[src/rtl/charge_scheduler.sv]
// Coin-operated charger scheduler: accumulates credit in timer periods and
// launches a period timer once per credit unit until credit is spent.
module charge_scheduler #(
   parameter int unsigned MAX_CREDIT     = 99,
   parameter int unsigned LAUNCH_TIMEOUT = 4
) (
   input  logic       clk,
   input  logic       reset,
   input  logic       coin_1,
   input  logic       coin_5,
   input  logic       confirm,
   input  logic       cancel,
   input  logic       timer_timing,
   output logic       timer_start,
   output logic       timer_clear,
   output logic       charging,
   output logic [6:0] remaining,
   output logic       fault
);

   localparam int unsigned CNT_W = (LAUNCH_TIMEOUT > 1) ? $clog2(LAUNCH_TIMEOUT) : 1;
   localparam logic [CNT_W-1:0] CNT_LAST = CNT_W'(LAUNCH_TIMEOUT - 1);
   localparam logic [6:0] MAX_C = 7'(MAX_CREDIT);

   typedef enum logic [2:0] {
      IDLE,
      CREDIT,
      START,
      WAIT_RISE,
      RUN,
      FAULT
   } state_e;

   state_e           state_q, state_d;
   logic [6:0]       credit_q, credit_d;
   logic [CNT_W-1:0] launchCnt_q, launchCnt_d;
   logic             timing_q;
   logic             clear_q, clear_d;

   logic             periodEnd;
   logic [3:0]       coinSum;
   logic [8:0]       creditSum;
   logic [6:0]       creditNext;

   // Period end is the falling edge of the timer busy flag seen while running.
   assign periodEnd = (state_q == RUN) && timing_q && !timer_timing;

   // Coins and the period-end decrement are netted before saturation, so a
   // coin landing on the same edge as a period end is never lost.
   always_comb begin
      coinSum   = {3'b000, coin_1} + (coin_5 ? 4'd5 : 4'd0);
      creditSum = {2'b00, credit_q} + {5'b00000, coinSum};
      if (periodEnd && (creditSum != 9'd0)) begin
         creditSum = creditSum - 9'd1;
      end
      creditNext = (creditSum > {2'b00, MAX_C}) ? MAX_C : creditSum[6:0];
   end

   always_comb begin
      state_d     = state_q;
      credit_d    = credit_q;
      launchCnt_d = launchCnt_q;
      clear_d     = 1'b0;
      case (state_q)
         IDLE: begin
            credit_d = creditNext;
            if (creditNext != 7'd0) begin
               state_d = CREDIT;
            end
         end
         CREDIT: begin
            if (cancel) begin
               credit_d = 7'd0;
               state_d  = IDLE;
            end else begin
               credit_d = creditNext;
               if (confirm) begin
                  state_d = START;
               end
            end
         end
         START: begin
            if (cancel) begin
               credit_d = 7'd0;
               clear_d  = 1'b1;
               state_d  = IDLE;
            end else begin
               credit_d    = creditNext;
               launchCnt_d = '0;
               state_d     = WAIT_RISE;
            end
         end
         // Cancel is checked first so it beats a same-cycle launch timeout.
         WAIT_RISE: begin
            if (cancel) begin
               credit_d = 7'd0;
               clear_d  = 1'b1;
               state_d  = IDLE;
            end else begin
               credit_d = creditNext;
               if (timer_timing) begin
                  state_d = RUN;
               end else if (launchCnt_q == CNT_LAST) begin
                  state_d = FAULT;
               end else begin
                  launchCnt_d = launchCnt_q + CNT_W'(1);
               end
            end
         end
         RUN: begin
            if (cancel) begin
               credit_d = 7'd0;
               clear_d  = 1'b1;
               state_d  = IDLE;
            end else begin
               credit_d = creditNext;
               if (periodEnd) begin
                  state_d = (creditNext == 7'd0) ? IDLE : START;
               end
            end
         end
         FAULT: begin
            state_d = FAULT;
         end
         default: begin
            state_d = IDLE;
         end
      endcase
   end

   // timer_clear is registered so it can never coincide with timer_start:
   // whenever it is high the state has already returned to IDLE.
   always_ff @(posedge clk) begin
      if (reset) begin
         state_q     <= IDLE;
         credit_q    <= 7'd0;
         launchCnt_q <= '0;
         timing_q    <= 1'b0;
         clear_q     <= 1'b1;
      end else begin
         state_q     <= state_d;
         credit_q    <= credit_d;
         launchCnt_q <= launchCnt_d;
         timing_q    <= timer_timing;
         clear_q     <= clear_d;
      end
   end

   assign timer_start = (state_q == START);
   assign charging    = (state_q == START) || (state_q == WAIT_RISE) || (state_q == RUN);
   assign fault       = (state_q == FAULT);
   assign remaining   = credit_q;
   assign timer_clear = clear_q;

endmodule
[config.mk]
export PLATFORM = sky130hd
export DESIGN_NAME = charge_scheduler
export DESIGN_NICKNAME = d
export VERILOG_FILES = /design/src/rtl/charge_scheduler.sv
export SDC_FILE = /design/constraint.sdc
export NUM_CORES = 1
export LEC_CHECK = 0
export BUFFER_PORTS_ARGS = -buffer_cell sky130_fd_sc_hd__buf_4
export CORE_UTILIZATION = 35
export DETAILED_ROUTE_END_ITERATION = 7
export HOLD_SLACK_MARGIN = 0.1
export MAX_ROUTING_LAYER = met4
export PLACE_DENSITY = 0.56
export SETUP_SLACK_MARGIN = 0.3
export SLEW_MARGIN = 20
export SYNTH_ARGS = -nofsm -noshare
export SYNTH_HDL_FRONTEND = slang
export SYNTH_SLANG_ARGS = --single-unit
export TNS_END_PERCENT = 20
[constraint.sdc]
create_clock -name clk -period 4.4 [get_ports clk]
set_clock_uncertainty 0.15 [all_clocks]
set_input_delay 0.44 -clock clk [delete_from_list [all_inputs] [get_ports clk]]
set_output_delay 0.44 -clock clk [all_outputs]
set_load 0.005 [all_outputs]
## Yosys cells after proc, flatten, opt, wreduce, memory -nomap -nowiden

Cells that the tools add are included.

| cells by class | value |
|---|---|
| order comparisons | 1 |
| add/subtract/negate cells | 4 |
| eq/ne operators | 14 |
| reduce and logical (&&, ||, !) cells | 16 |
| muxes and demuxes | 23 |

Operators by type and width:

| operator | count |
|---|---|
| 3-bit two-way mux | 9 |
| 3-bit one-hot mux with 6 select lines | 1 |
| 7-bit two-way mux | 2 |
| 7-bit one-hot mux with 2 select lines | 1 |
| 2-bit two-way mux | 6 |
| 2-bit != test, second input constant | 5 |
| 9-bit by 7-bit greater-than comparator with 1-bit output, second input constant | 1 |
| 9-bit two-way mux | 1 |
| 9-bit nonzero test | 1 |
| 8-bit by 1-bit subtractor with 9-bit output, second input constant | 1 |
| 7-bit by 4-bit adder with 8-bit output | 1 |
| 7-bit zero test | 1 |
| 7-bit nonzero test | 1 |
| 3-bit by 2-bit == test with 1-bit output, second input constant | 2 |
| 3-bit == test, second input constant | 2 |
| 3-bit != test, second input constant | 2 |
| 5-bit AND reduction | 1 |
| 1-bit by 3-bit adder with 4-bit output | 1 |
| 4-bit != test, second input constant | 1 |
| 2-bit one-hot mux with 2 select lines | 1 |
| 4-bit AND reduction | 1 |
| 2-bit nonzero test | 2 |
| 4-bit OR reduction | 1 |
| 3-bit by 1-bit == test with 1-bit output, second input constant | 1 |
| other kinds (8) | 12 |

| storage, ports and cells | value |
|---|---|
| bits in registers | 14 |
| input port bits | 7 |

## Longest topological paths before layout

| depth | value |
|---|---|
| depth in word-level cells | 13 |
| gate-level depth with buffers | 11 |

## Worst setup path before layout

No wires, ideal clock.

| timing path | value |
|---|---|
| kind | input -> register |
| from | input port coin_1 |
| to | register state_q[1] |
| path slack | 1314 ps |
| arrival time | 2802 ps |
| stages | 8 |
| path through | fa_1 -> ha_1 -> xnor2_1 -> nand4_1 -> or4_1 -> a21boi_1 -> nor4bb_2 -> a211oi_1 |

| on the way | value |
|---|---|
| cells in the longest elaborated chain, start to end | 12 |
| elaborated cells on any way between the ends | 16 |

RTL lines:

| item | RTL line | RTL |
|---|---|---|
| start, declared | 9 | `input logic coin_1,` |
| 1-bit by 3-bit adder with 4-bit output (*) | 51 | `coinSum = {3'b000, coin_1} + (coin_5 ? 4'd5 : 4'd0);` |
| 7-bit by 4-bit adder with 8-bit output (*) | 52 | `creditSum = {2'b00, credit_q} + {5'b00000, coinSum};` |
| branches (longest 2 deep; another with 8-bit by 1-bit subtractor with 9-bit output) | - |  |
| 9-bit two-way mux (*) | 53 | `if (periodEnd && (creditSum != 9'd0)) begin` |
| 9-bit by 7-bit greater-than comparator with 1-bit output | 56 | `creditNext = (creditSum > {2'b00, MAX_C}) ? MAX_C : creditSum[6:0];` |
| 7-bit two-way mux (*) | 56 |  |
| 7-bit zero test | 118 | `state_d = (creditNext == 7'd0) ? IDLE : START;` |
| 2-bit two-way mux | 118 |  |
| 3-bit two-way mux | 117 | `if (periodEnd) begin` |
| 3-bit two-way mux | 111 | `if (cancel) begin` |
| 3-bit one-hot mux with 6 select lines | 64 | `case (state_q)` |
| end signal, assigned | 141 | `state_q <= state_d;` |
| end, declared | 34 | `state_e state_q, state_d;` |

Every way passes the cells marked *. The select of a mux whose other input is x is not followed.
A chain may end at the register's enable or synchronous reset.

## Final worst setup path

| timing path | value |
|---|---|
| from | register credit_q[0], in the netlist remaining[0] |
| to | register state_q[1] |

| on the way | value |
|---|---|
| cells in the longest elaborated chain, start to end | 11 |
| elaborated cells on any way between the ends | 15 |

RTL lines:

| item | RTL line | RTL |
|---|---|---|
| start, declared | 35 | `logic [6:0] credit_q, credit_d;` |
| start signal, assigned | 142 | `credit_q <= credit_d;` |
| 7-bit by 4-bit adder with 8-bit output (*) | 52 |  |
| branches (longest 2 deep; another with 8-bit by 1-bit subtractor with 9-bit output) | - |  |
| 9-bit two-way mux (*) | 53 |  |
| 9-bit by 7-bit greater-than comparator with 1-bit output | 56 |  |
| 7-bit two-way mux (*) | 56 |  |
| 7-bit zero test | 118 |  |
| 2-bit two-way mux | 118 |  |
| 3-bit two-way mux | 117 |  |
| 3-bit two-way mux | 111 |  |
| 3-bit one-hot mux with 6 select lines | 64 |  |

Marks and branches as above.

==> flow_summary.html <==
<table>
<tr><th>Metric</th><th>Value</th></tr>
<tr><th colspan="2">Worst setup path</th></tr>
<tr><td>Slowest cell on the critical path</td><td>or4_1</td></tr>
<tr><td>Number of cell instances on the worst register-to-register path</td><td>8</td></tr>
<tr><td>Family with the most delay on the worst path</td><td>simple AND/OR/NAND/NOR gates</td></tr>
<tr><td>Critical path launch point type</td><td>flop</td></tr>
<tr><td>Sort of element at the end of the critical path</td><td>flop</td></tr>
<tr><td>Top fanout value on the critical path</td><td>7</td></tr>
<tr><td>Critical path data arrival time</td><td>3.28 ns</td></tr>
<tr><td>Type of the worst setup path</td><td>reg2reg</td></tr>
<tr><td>Delay of the slowest cell on the worst path</td><td>0.56 ns</td></tr>
<tr><td>Required time worst endpoint</td><td>4.39 ns</td></tr>
<tr><td>Combined buffer and inverter count along the critical path</td><td>0</td></tr>
<tr><td>Crit path depth</td><td>8</td></tr>
<tr><td>Cell breakdown of the critical path</td><td>fa_1, ha_1, xnor2_1, nand4_1, or4_1, a21boi_1, nor4bb_2, a211oi_1</td></tr>
<tr><th colspan="2">Worst hold path</th></tr>
<tr><td>Kind of path behind the tightest hold check</td><td>in2reg</td></tr>
<tr><td>Cell count of the worst hold path</td><td>3</td></tr>
<tr><th colspan="2">Yosys</th></tr>
<tr><td>Synthesized netlist net count</td><td>181</td></tr>
<tr><td>Synthesized cell area</td><td>1281 µm²</td></tr>
<tr><td>Number of synthesized flops with an enable pin</td><td>0</td></tr>
<tr><td>Top_reg_cell synth</td><td>dfxtp_1</td></tr>
<tr><td>Asr flop ratio synth</td><td>0%</td></tr>
<tr><td>Mapped Avg Cell Area</td><td>7.581 µm²</td></tr>
<tr><td>Mapped Cells</td><td>169</td></tr>
<tr><td>Number of storage elements in the synthesis netlist</td><td>14</td></tr>
<tr><td>Yosys warning count</td><td>0</td></tr>
<tr><td>Portion of the post-synthesis area used by sequential elements</td><td>21.87%</td></tr>
<tr><td>Distinct cells, synth</td><td>56</td></tr>
<tr><th colspan="2">Timing</th></tr>
<tr><td>Max-slew headroom</td><td>62.53%</td></tr>
<tr><td>Final hold violation count</td><td>0</td></tr>
<tr><td>Fin. max-slew vios</td><td>0</td></tr>
<tr><td>Post-route fraction of the period consumed by the critical path</td><td>74.69%</td></tr>
<tr><td>Final sum of negative setup slack</td><td>0 ns</td></tr>
<tr><td>Maximum clock frequency</td><td>304.3 MHz</td></tr>
<tr><td>Slew at the pin with the worst max-slew slack</td><td>0.5580 ns</td></tr>
<tr><td>Post-layout min period</td><td>3.287 ns</td></tr>
<tr><td>Final setup violation count</td><td>0</td></tr>
<tr><td>Unrepaired setup endpoints after global routing</td><td>no</td></tr>
<tr><td>Worst-case hold slack</td><td>0.2886 ns</td></tr>
<tr><th colspan="2">Layout</th></tr>
<tr><td>Share of cells above drive strength 1</td><td>16.11%</td></tr>
<tr><td>Synthesis-to-layout area growth</td><td>13.09%</td></tr>
<tr><td>Leading cell type in the layout, fill and taps excluded</td><td>nand2_1</td></tr>
<tr><td>Commonest non-fill, non-tap cells in the layout</td><td>19 x nand2_1, 17 x nor2_1, 17 x buf_4, 14 x dfxtp_1, 11 x a21oi_1</td></tr>
<tr><td>Ant diodes</td><td>0</td></tr>
<tr><td>Net count of the finished layout</td><td>194</td></tr>
<tr><td>Post-route design area</td><td>1449 µm²</td></tr>
<tr><td>Number of filler cells placed in the layout</td><td>364</td></tr>
<tr><th colspan="2">Pwr</th></tr>
<tr><td>Leakage power total</td><td>0.5562 nW</td></tr>
<tr><td>Power Dens Cells</td><td>320.3 nW/µm²</td></tr>
<tr><td>Maximum vdd ir drop</td><td>0.1484 mV</td></tr>
<tr><th colspan="2">Route</th></tr>
<tr><td>Final WL</td><td>3193 µm</td></tr>
<tr><td>Number of vias per cell after detailed routing</td><td>5.721</td></tr>
<tr><td>Antenna Violating Nets Remaining</td><td>0</td></tr>
<tr><td>Overall via count from detail_route</td><td>1293</td></tr>
<tr><td>Iteration-0 DRC Markers</td><td>91</td></tr>
<tr><td>Number of design rule violations left after detail routing</td><td>0</td></tr>
<tr><td>DR WL/cell</td><td>14.13 µm</td></tr>
<tr><td>DR pass1 iterations</td><td>4</td></tr>
<tr><th colspan="2">CTS</th></tr>
<tr><td>H-tree Lvls</td><td>1</td></tr>
<tr><td>Hold buffer count at cts</td><td>0</td></tr>
<tr><td>CTS tree</td><td>built</td></tr>
<tr><td>Clock slew seen by the registers of the worst setup and hold paths</td><td>0.07 ns</td></tr>
<tr><td>Num CTS Buffers</td><td>3</td></tr>
<tr><td>Clock insertion delay at the later pin of the skew report</td><td>0.27 ns</td></tr>
<tr><td>Setup Buffers After CTS</td><td>0</td></tr>
<tr><td>Clock root buffer master</td><td>clkbuf_4</td></tr>
<tr><td>Quantity of gates resized following cts</td><td>0</td></tr>
<tr><td>Longest Clk Path Bufs</td><td>2</td></tr>
<tr><td>Number of sinks handled by clock tree synthesis</td><td>14</td></tr>
<tr><th colspan="2">Placement</th></tr>
<tr><td>HPWL after DPL</td><td>2517 µm</td></tr>
<tr><td>Last weighted congestion value of the routability-driven placer</td><td>0.9912</td></tr>
<tr><td>IO buf count</td><td>17</td></tr>
<tr><td>Cell Area, Placed</td><td>1426 µm²</td></tr>
<tr><th colspan="2">Global routing</th></tr>
<tr><td>Maximum number of pins on one net before global-route repair</td><td>16</td></tr>
<tr><td>Global-route wire length before repair</td><td>5478 µm</td></tr>
<tr><td>Total routing resource utilization after global routing</td><td>17.79%</td></tr>
<tr><td>Via count of the first global-routing pass</td><td>1223</td></tr>
<tr><td>Initial antenna violation count</td><td>0</td></tr>
<tr><td>Grt ovf</td><td>0</td></tr>
<tr><th colspan="2">Die</th></tr>
<tr><td>Floorplan Core Area</td><td>3416 µm²</td></tr>
<tr><td>Initial core utilization</td><td>37.51%</td></tr>
<tr><td>Top-level port count</td><td>18</td></tr>
<tr><td>Die span in x</td><td>62.51 µm</td></tr>
<tr><td>Die footprint</td><td>3907 µm²</td></tr>
<tr><td>DIE HEIGHT</td><td>62.51 µm</td></tr>
<tr><td>Row cnt</td><td>21</td></tr>
<tr><th colspan="2">Run</th></tr>
<tr><td>Maximum Capacitance Violations</td><td>0</td></tr>
<tr><th colspan="2">Status</th></tr>
<tr><td>Run status</td><td>finished, final reports clean</td></tr>
</table>
synthesized netlist by cell type (all sizes together) (2+ instances only):
library cell   n  area (µm²)
nand3          5       25.02
or2            3       18.77
dfxtp         14       280.3
nand2         19       71.32
xnor2          6       52.55
a21boi         3       22.52
a221oi         6       52.55
ha             4       50.05
a31oi          3       18.77
o21ai          5       25.02
a211oi         3       22.52
clkbuf         6       22.52
nor3           2       10.01
a21oi         13       72.57
nand4          3       18.77
and2           5       31.28
a32o           2       20.02
nand2b         4       32.53
buf            3       17.52
nor2          17       63.81
mux2i          2       20.02
and3b          2       17.52
inv            4       15.01
nor2b          6       40.04
o22ai          4       25.02
sequential cells by signal, summed over array words and instances, names as in the netlist:
name,flops
launchCnt_q,2
state_q,3
timing_q,1
timer_clear,1
remaining,7
per-stage QoR:
step                      utilization [%]  std cells  power (W)  worst slack [ns]
after floorplan                         -        169  0.0003376             1.314
after global placement              41.76        223  0.0003938            0.9863
after detailed placement            41.76        223  0.0003953            0.8969
after CTS                           42.42        226  0.0004658             1.138
after global routing                42.42        226  0.0005035            0.8957
final                               42.42        226  0.0004641             1.113
worst paths after layout:
path,start,to,slack (ns)
setup / recovery,remaining[0],state_q[1],1.11
hold / removal,timer_timing,timing_q,0.29
setup reg to reg,remaining[0],state_q[1],1.11
hold reg to reg,launchCnt_q[1],launchCnt_q[1],0.31
metal layers:
metal / track usage, % / vias up / wire, µm
met3: 2.007 / 11 / 99
met2: 29.08 / 27 / 1544
met5: - / - / 0
li1: - / 655 / -
met4: 9.884 / 0 / 94
met1: 21.18 / 600 / 1454
worst min-delay path, cell delays in order:
cell	delay (ns)
buf_4	0.10
inv_1	0.05
nor2_1	0.08
where the power goes:
| part | switching, W | total, W | internal [W] |
|---|---|---|---|
| combinational | 0.000131 | 0.000229 | 0.0000978 |
| clock | 0.0000358 | 0.0000675 | 0.0000317 |
| sequential | 0.0000267 | 0.000168 | 0.000141 |
| total | 0.000193 | 0.000464 | 0.000271 |
area by class of cell:
type,instances,area [µm²],share of cell area [%]
flip-flops and latches,14,280.3,19.34
inverters,4,15.01,1.036
multi-input cells,142,945.9,65.28
well taps,46,57.56,3.972
repair buffers,17,127.6,8.808
clock buffers,3,22.52,1.554
kinds of logic (layout without fill, tap and decap cells):
logic type,after synthesis,in the layout,share of synthesized area [%]
adders and majority gates,6,6,6.250
muxes,2,2,1.563
xor gates and xnor gates,7,7,4.785
AOI/OAI and AO/OA,52,52,29.10
buffers and inverters,13,24,4.297
and+or+nand+nor,75,75,32.13
DFF,14,14,21.88
(Power assumes the default switching activity.)
